<file path="config.mk">
export PLATFORM = sky130hd
export DESIGN_NAME = div_clk_monitor
export DESIGN_NICKNAME = d
export VERILOG_FILES = /design/src/rtl/div_mon_pkg.sv /design/src/rtl/sync_2ff.sv /design/src/rtl/div_clk_monitor.sv
export SDC_FILE = /design/constraint.sdc
export NUM_CORES = 1
export LEC_CHECK = 0
export BUFFER_PORTS_ARGS = -buffer_cell sky130_fd_sc_hd__buf_2
export CORE_MARGIN = 3
export CORE_UTILIZATION = 55
export DETAILED_ROUTE_END_ITERATION = 10
export PLACE_DENSITY = 0.82
export RECOVER_POWER = 50
export SLEW_MARGIN = 20
export SYNTH_ARGS = -nofsm -noshare
export SYNTH_HDL_FRONTEND = slang
export SYNTH_HIERARCHICAL = 1
export SYNTH_SLANG_ARGS = --single-unit
</file>
<file path="constraint.sdc">
create_clock -name clk_i -period 3 [get_ports clk_i]
set_clock_uncertainty 0.15 [all_clocks]
set_input_delay 0.6 -clock clk_i [delete_from_list [all_inputs] [get_ports clk_i]]
set_output_delay 0.6 -clock clk_i [all_outputs]
set_load 0.05 [all_outputs]
</file>
<file path="src/rtl/div_mon_pkg.sv">
`timescale 1ns/1ps
// Shared types and defaults for the divided-clock monitor.
package div_mon_pkg;

  localparam int CNT_W_DEF   = 16;
  localparam int TIMEOUT_DEF = 32'h0000_FFFF;

  typedef enum logic [1:0] {
    IDLE,
    WAIT_RISE,
    MEAS_HIGH,
    MEAS_LOW
  } mon_state_e;

endpackage

</file>
<file path="src/rtl/sync_2ff.sv">
`timescale 1ns/1ps
// Two-flop synchroniser bringing an asynchronous level into the clk_i domain.
module sync_2ff (
  input  logic clk_i,
  input  logic rst_n,
  input  logic d,
  output logic q
);

  logic [1:0] stage_reg;

  always_ff @(posedge clk_i or negedge rst_n) begin
    if (!rst_n) begin
      stage_reg <= 2'b00;
    end else begin
      stage_reg <= {stage_reg[0], d};
    end
  end

  assign q = stage_reg[1];

endmodule

</file>
<file path="src/rtl/div_clk_monitor.sv">
`timescale 1ns/1ps
// Measures period and high time of the divided clock in clk_i cycles, flags
// duty balance within one cycle, and raises a sticky flag when edges stop.
module div_clk_monitor
  import div_mon_pkg::*;
#(
  parameter int CNT_W   = CNT_W_DEF,
  parameter int TIMEOUT = TIMEOUT_DEF
) (
  input  logic             clk_i,
  input  logic             rst_n,
  input  logic             clk_div,
  input  logic             en,
  output logic [CNT_W-1:0] period_o,
  output logic [CNT_W-1:0] high_o,
  output logic             meas_valid,
  output logic             duty_ok,
  output logic             timeout_err
);

  localparam logic [CNT_W-1:0]        TIMEOUT_CNT = CNT_W'(TIMEOUT);
  localparam logic [CNT_W-1:0]        CNT_ONE     = CNT_W'(1);
  localparam logic signed [CNT_W+1:0] DIFF_ONE    = (CNT_W+2)'(1);

  // Two extra bits keep 2*high - period exact for any counter value.
  function automatic logic duty_balanced(input logic [CNT_W-1:0] per,
                                         input logic [CNT_W-1:0] hi);
    logic signed [CNT_W+1:0] diff;
    diff = $signed({1'b0, hi, 1'b0}) - $signed({2'b00, per});
    return (diff >= -DIFF_ONE) && (diff <= DIFF_ONE);
  endfunction

  mon_state_e       state_reg, state_next;
  logic [CNT_W-1:0] cnt_per_reg, cnt_per_next;
  logic [CNT_W-1:0] cnt_high_reg, cnt_high_next;
  logic [CNT_W-1:0] period_reg, period_next;
  logic [CNT_W-1:0] high_reg, high_next;
  logic             duty_ok_reg, duty_ok_next;
  logic             meas_valid_reg, meas_valid_next;
  logic             timeout_err_reg, timeout_err_next;
  logic             div_dly_reg;
  logic             div_sync, div_rise, div_fall;

  sync_2ff u_sync (
    .clk_i (clk_i),
    .rst_n (rst_n),
    .d     (clk_div),
    .q     (div_sync)
  );

  assign div_rise = div_sync & ~div_dly_reg;
  assign div_fall = ~div_sync & div_dly_reg;

  always_comb begin
    state_next       = state_reg;
    cnt_per_next     = cnt_per_reg;
    cnt_high_next    = cnt_high_reg;
    period_next      = period_reg;
    high_next        = high_reg;
    duty_ok_next     = duty_ok_reg;
    meas_valid_next  = 1'b0;
    timeout_err_next = timeout_err_reg;

    if (!en) begin
      state_next       = IDLE;
      cnt_per_next     = '0;
      cnt_high_next    = '0;
      timeout_err_next = 1'b0;
    end else begin
      unique case (state_reg)
        IDLE: begin
          // The wait for a first edge is itself timed from here.
          state_next    = WAIT_RISE;
          cnt_per_next  = CNT_ONE;
          cnt_high_next = '0;
        end
        WAIT_RISE: begin
          if (div_rise) begin
            state_next    = MEAS_HIGH;
            cnt_per_next  = CNT_ONE;
            cnt_high_next = CNT_ONE;
          end else if (cnt_per_reg >= TIMEOUT_CNT) begin
            timeout_err_next = 1'b1;
          end else begin
            cnt_per_next = cnt_per_reg + CNT_ONE;
          end
        end
        MEAS_HIGH, MEAS_LOW: begin
          if (div_rise) begin
            // A rise while still high means the falling edge was missed; close the period anyway.
            period_next     = cnt_per_reg;
            high_next       = cnt_high_reg;
            duty_ok_next    = duty_balanced(cnt_per_reg, cnt_high_reg);
            meas_valid_next = 1'b1;
            cnt_per_next    = CNT_ONE;
            cnt_high_next   = CNT_ONE;
            state_next      = MEAS_HIGH;
          end else if (cnt_per_reg >= TIMEOUT_CNT) begin
            timeout_err_next = 1'b1;
            state_next       = WAIT_RISE;
          end else begin
            cnt_per_next  = cnt_per_reg + CNT_ONE;
            cnt_high_next = cnt_high_reg + CNT_W'(div_sync);
            if (state_reg == MEAS_HIGH && div_fall) begin
              state_next = MEAS_LOW;
            end
          end
        end
        default: state_next = IDLE;
      endcase
    end
  end

  always_ff @(posedge clk_i or negedge rst_n) begin
    if (!rst_n) begin
      state_reg       <= IDLE;
      cnt_per_reg     <= '0;
      cnt_high_reg    <= '0;
      period_reg      <= '0;
      high_reg        <= '0;
      duty_ok_reg     <= 1'b0;
      meas_valid_reg  <= 1'b0;
      timeout_err_reg <= 1'b0;
      div_dly_reg     <= 1'b0;
    end else begin
      state_reg       <= state_next;
      cnt_per_reg     <= cnt_per_next;
      cnt_high_reg    <= cnt_high_next;
      period_reg      <= period_next;
      high_reg        <= high_next;
      duty_ok_reg     <= duty_ok_next;
      meas_valid_reg  <= meas_valid_next;
      timeout_err_reg <= timeout_err_next;
      div_dly_reg     <= div_sync;
    end
  end

  assign period_o    = period_reg;
  assign high_o      = high_reg;
  assign duty_ok     = duty_ok_reg;
  assign meas_valid  = meas_valid_reg;
  assign timeout_err = timeout_err_reg;

endmodule
</file>
==> reports/metrics.yaml <==
sta:
  worst_pin_slew_ns: 1.72
  setup_viol: 0
  whs_ns: 0.201
  slew_violations: 73
  period_minus_slack_ns: 2.85
  slew-limit-headroom_pct: -15.0
  max_freq_ghz: 0.351
  hold_violations: 0
  finalCritPeriodShare_pct: 95.0
place:
  dpl-instance-area_um2: 4260
  port_buffers: 38
  gp_congestion: 0.896
  dp_hpwl_mm: 6.58
synth:
  synthArstFlopShare_pct: 100
  synth.top_cell.area_share_pct: 45.4
  ys_ff_latch: 72
  synthSimpleGateAreaFrac_pct: 17.6
  synth.area.mux_share_pct: 5.93
  synth_nets: 440
  synthXorXnorAreaFrac_pct: 8.17
  postSynthCellCount: 418
  synth_area_per_cell_um2: 9.49
  synth-compound-area-share_pct: 13.3
  yosys_most_used_dff: "dfrtp_1"
  synth_cell_type_count: 50
  ys_top_cells_by_area: "dfrtp_1, ha_1, xnor2_1"
  synth_top_cell_by_area: "dfrtp_1"
  synth-edff-count: 0
  yosysSeqAreaShare_pct: 45.4
  synth_warnings: 6
  synth_fa_ha_area_share_pct: 5.68
  synth_top_family_by_area: "simple AND/OR/NAND/NOR gates"
  netlist_area_um2: 3970
min_path:
  hp-class: "input port to register"
routing:
  wl_mm: 8.99
  wl_per_cell_um: 16.1
  vias: 3216
  viasPerCell: 5.76
  first_pass_iters: 6
  ant_nets: 0
  drt_iter0_drc: 217
  drcViolationCount: 0
floorplanning:
  die_h_um: 90.9
  row_count: 30
  core_um2: 6910
  start_util_pct: 57.4
  dieArea_um2: 8260
  ios: 39
  die_x_um: 90.9
cts:
  hold_buffers: 0
  path_clk_slew_ns: 0.08
  insertion_delay_ns: 0.35
  cts.sinks: 72
  clockBufferDepth: 2
  cts_max_level: 3
  cts_root_buffer: "clkbuf_8"
  cts_tree: "done"
  cts-buffers-inserted: 9
job:
  max_cap_viol_count: 1
critical_path:
  crit_type: "register to register"
  crit_required_ns: 3.08
  worst_ep_arrival_time_ns: 2.92
  crit_fanout: 5
  start_kind: "register"
  cp-end-kind: "register"
grt:
  grt_overflow_total: 0
  grt_pass1_wl_mm: 15.3
  grt_pass1_vias: 3210
  antenna_found_initial: 0
  grt_max_degree: 73
  grt_use_total_pct: 22.9
layout:
  drive_gt1_share_pct: 16.9
  design_area_um2: 4440
  area_growth_pct: 11.9
  final_cell_mix: "dfrtp_1, nand2_1, nor2_1"
  mostFrequentLayoutCell: "dfrtp_1"
  antenna-diode-count: 0
  nNetsFinal: 479
power_and_ir_drop:
  vdd_drop_max_v: 0.000328
  leakage_uw: 0.00204
  p_per_area_nw_per_um2: 416
status:
  status: "finished, violations left"
  violations: "capacitance limit, slew limit"
timing repair:
action	CTS	global route
setup endpoints to repair	0	1
gates resized for setup	0	4
setup buffers	0	1
cell type report:
class / count / area (um2)
Sequential cell: 72 / 1800
Inverter: 23 / 86.3
Fill cell: 585 / 2470
Timing Repair Buffer: 45 / 223
Clock inverter: 6 / 42.5
Clock buffer: 10 / 128
Tap cell: 96 / 120
Multi-Input combinational cell: 306 / 2040
per-layer routing:
layer  vias up  GRT usage (%)  wire [um]
met5         -              0          0
met4         0           7.41        178
met3        14           6.25        368
met2        77           38.3       4400
met1      1593           29.0       4050
li1       1532              -          -
synth_stat cells (9+ instances only):
library cell and n:
inv_1 23, nand2_1 46, xor2_1 13, clkbuf_1 13, nand3_1 13, mux2_2 16, a21oi_1 17, o21ai_0 30
nor2_1 45, ha_1 18, and3_1 9, dfrtp_1 72, xnor2_1 24
worst max-delay path: stages (launching register included):
cell       delay (ns)
dfrtp_1          0.37
inv_1            0.08
ha_1             0.33
nor2b_1          0.20
o211ai_1         0.40
a211oi_1         0.15
o21a_1           0.25
a311oi_2         0.27
mux2_2           0.37
o2111ai_1        0.07
o21ai_1          0.09
cells by family (layout without fill, tap and decap cells):
kind of cell | count (synthesis) | after routing
adder cells (fa/ha/maj) | 18 | 18
AND/OR/NAND/NOR | 149 | 149
multiplexers | 21 | 21
XOR/XNOR | 37 | 37
AO/OA/AOI/OAI | 81 | 81
flip-flops | 72 | 72
buffers and inverters | 40 | 84
worst paths after layout:
path,slack (ns),endpoint,from,cells past startpoint
min reg2reg,0.22,u_sync/stage_reg[1],u_sync/stage_reg[0],0
max,0.15,duty_ok,cnt_per_reg[1],10
min,0.20,u_sync/stage_reg[0],clk_div,1
max in group asynchronous,1.04,high_o[11],rst_n,2
min in group asynchronous,0.62,period_o[9],rst_n,2
max reg2reg,0.15,duty_ok,cnt_per_reg[1],10
metrics by stage:
step	total power [uW]	worst slack, ns	TNS, ns	instances	util (%)
after global routing	1930	-0.0225	-0.0225	558	64.2
final	1840	0.151	0	558	64.2
after global placement	1170	0.229	0	541	61.7
after CTS	1850	0.153	0	557	64.2
after floorplan	1120	0.305	0	418	-
after detailed placement	1170	0.165	0	541	61.7
power by group:
group / total, uW / internal, uW / switching (uW) / leakage [uW]
logic: 168 / 59.2 / 109 / 0.000967
registers: 992 / 981 / 11.4 / 0.000993
clock network: 685 / 303 / 382 / 0.0000831
(Power assumes the default switching activity.)
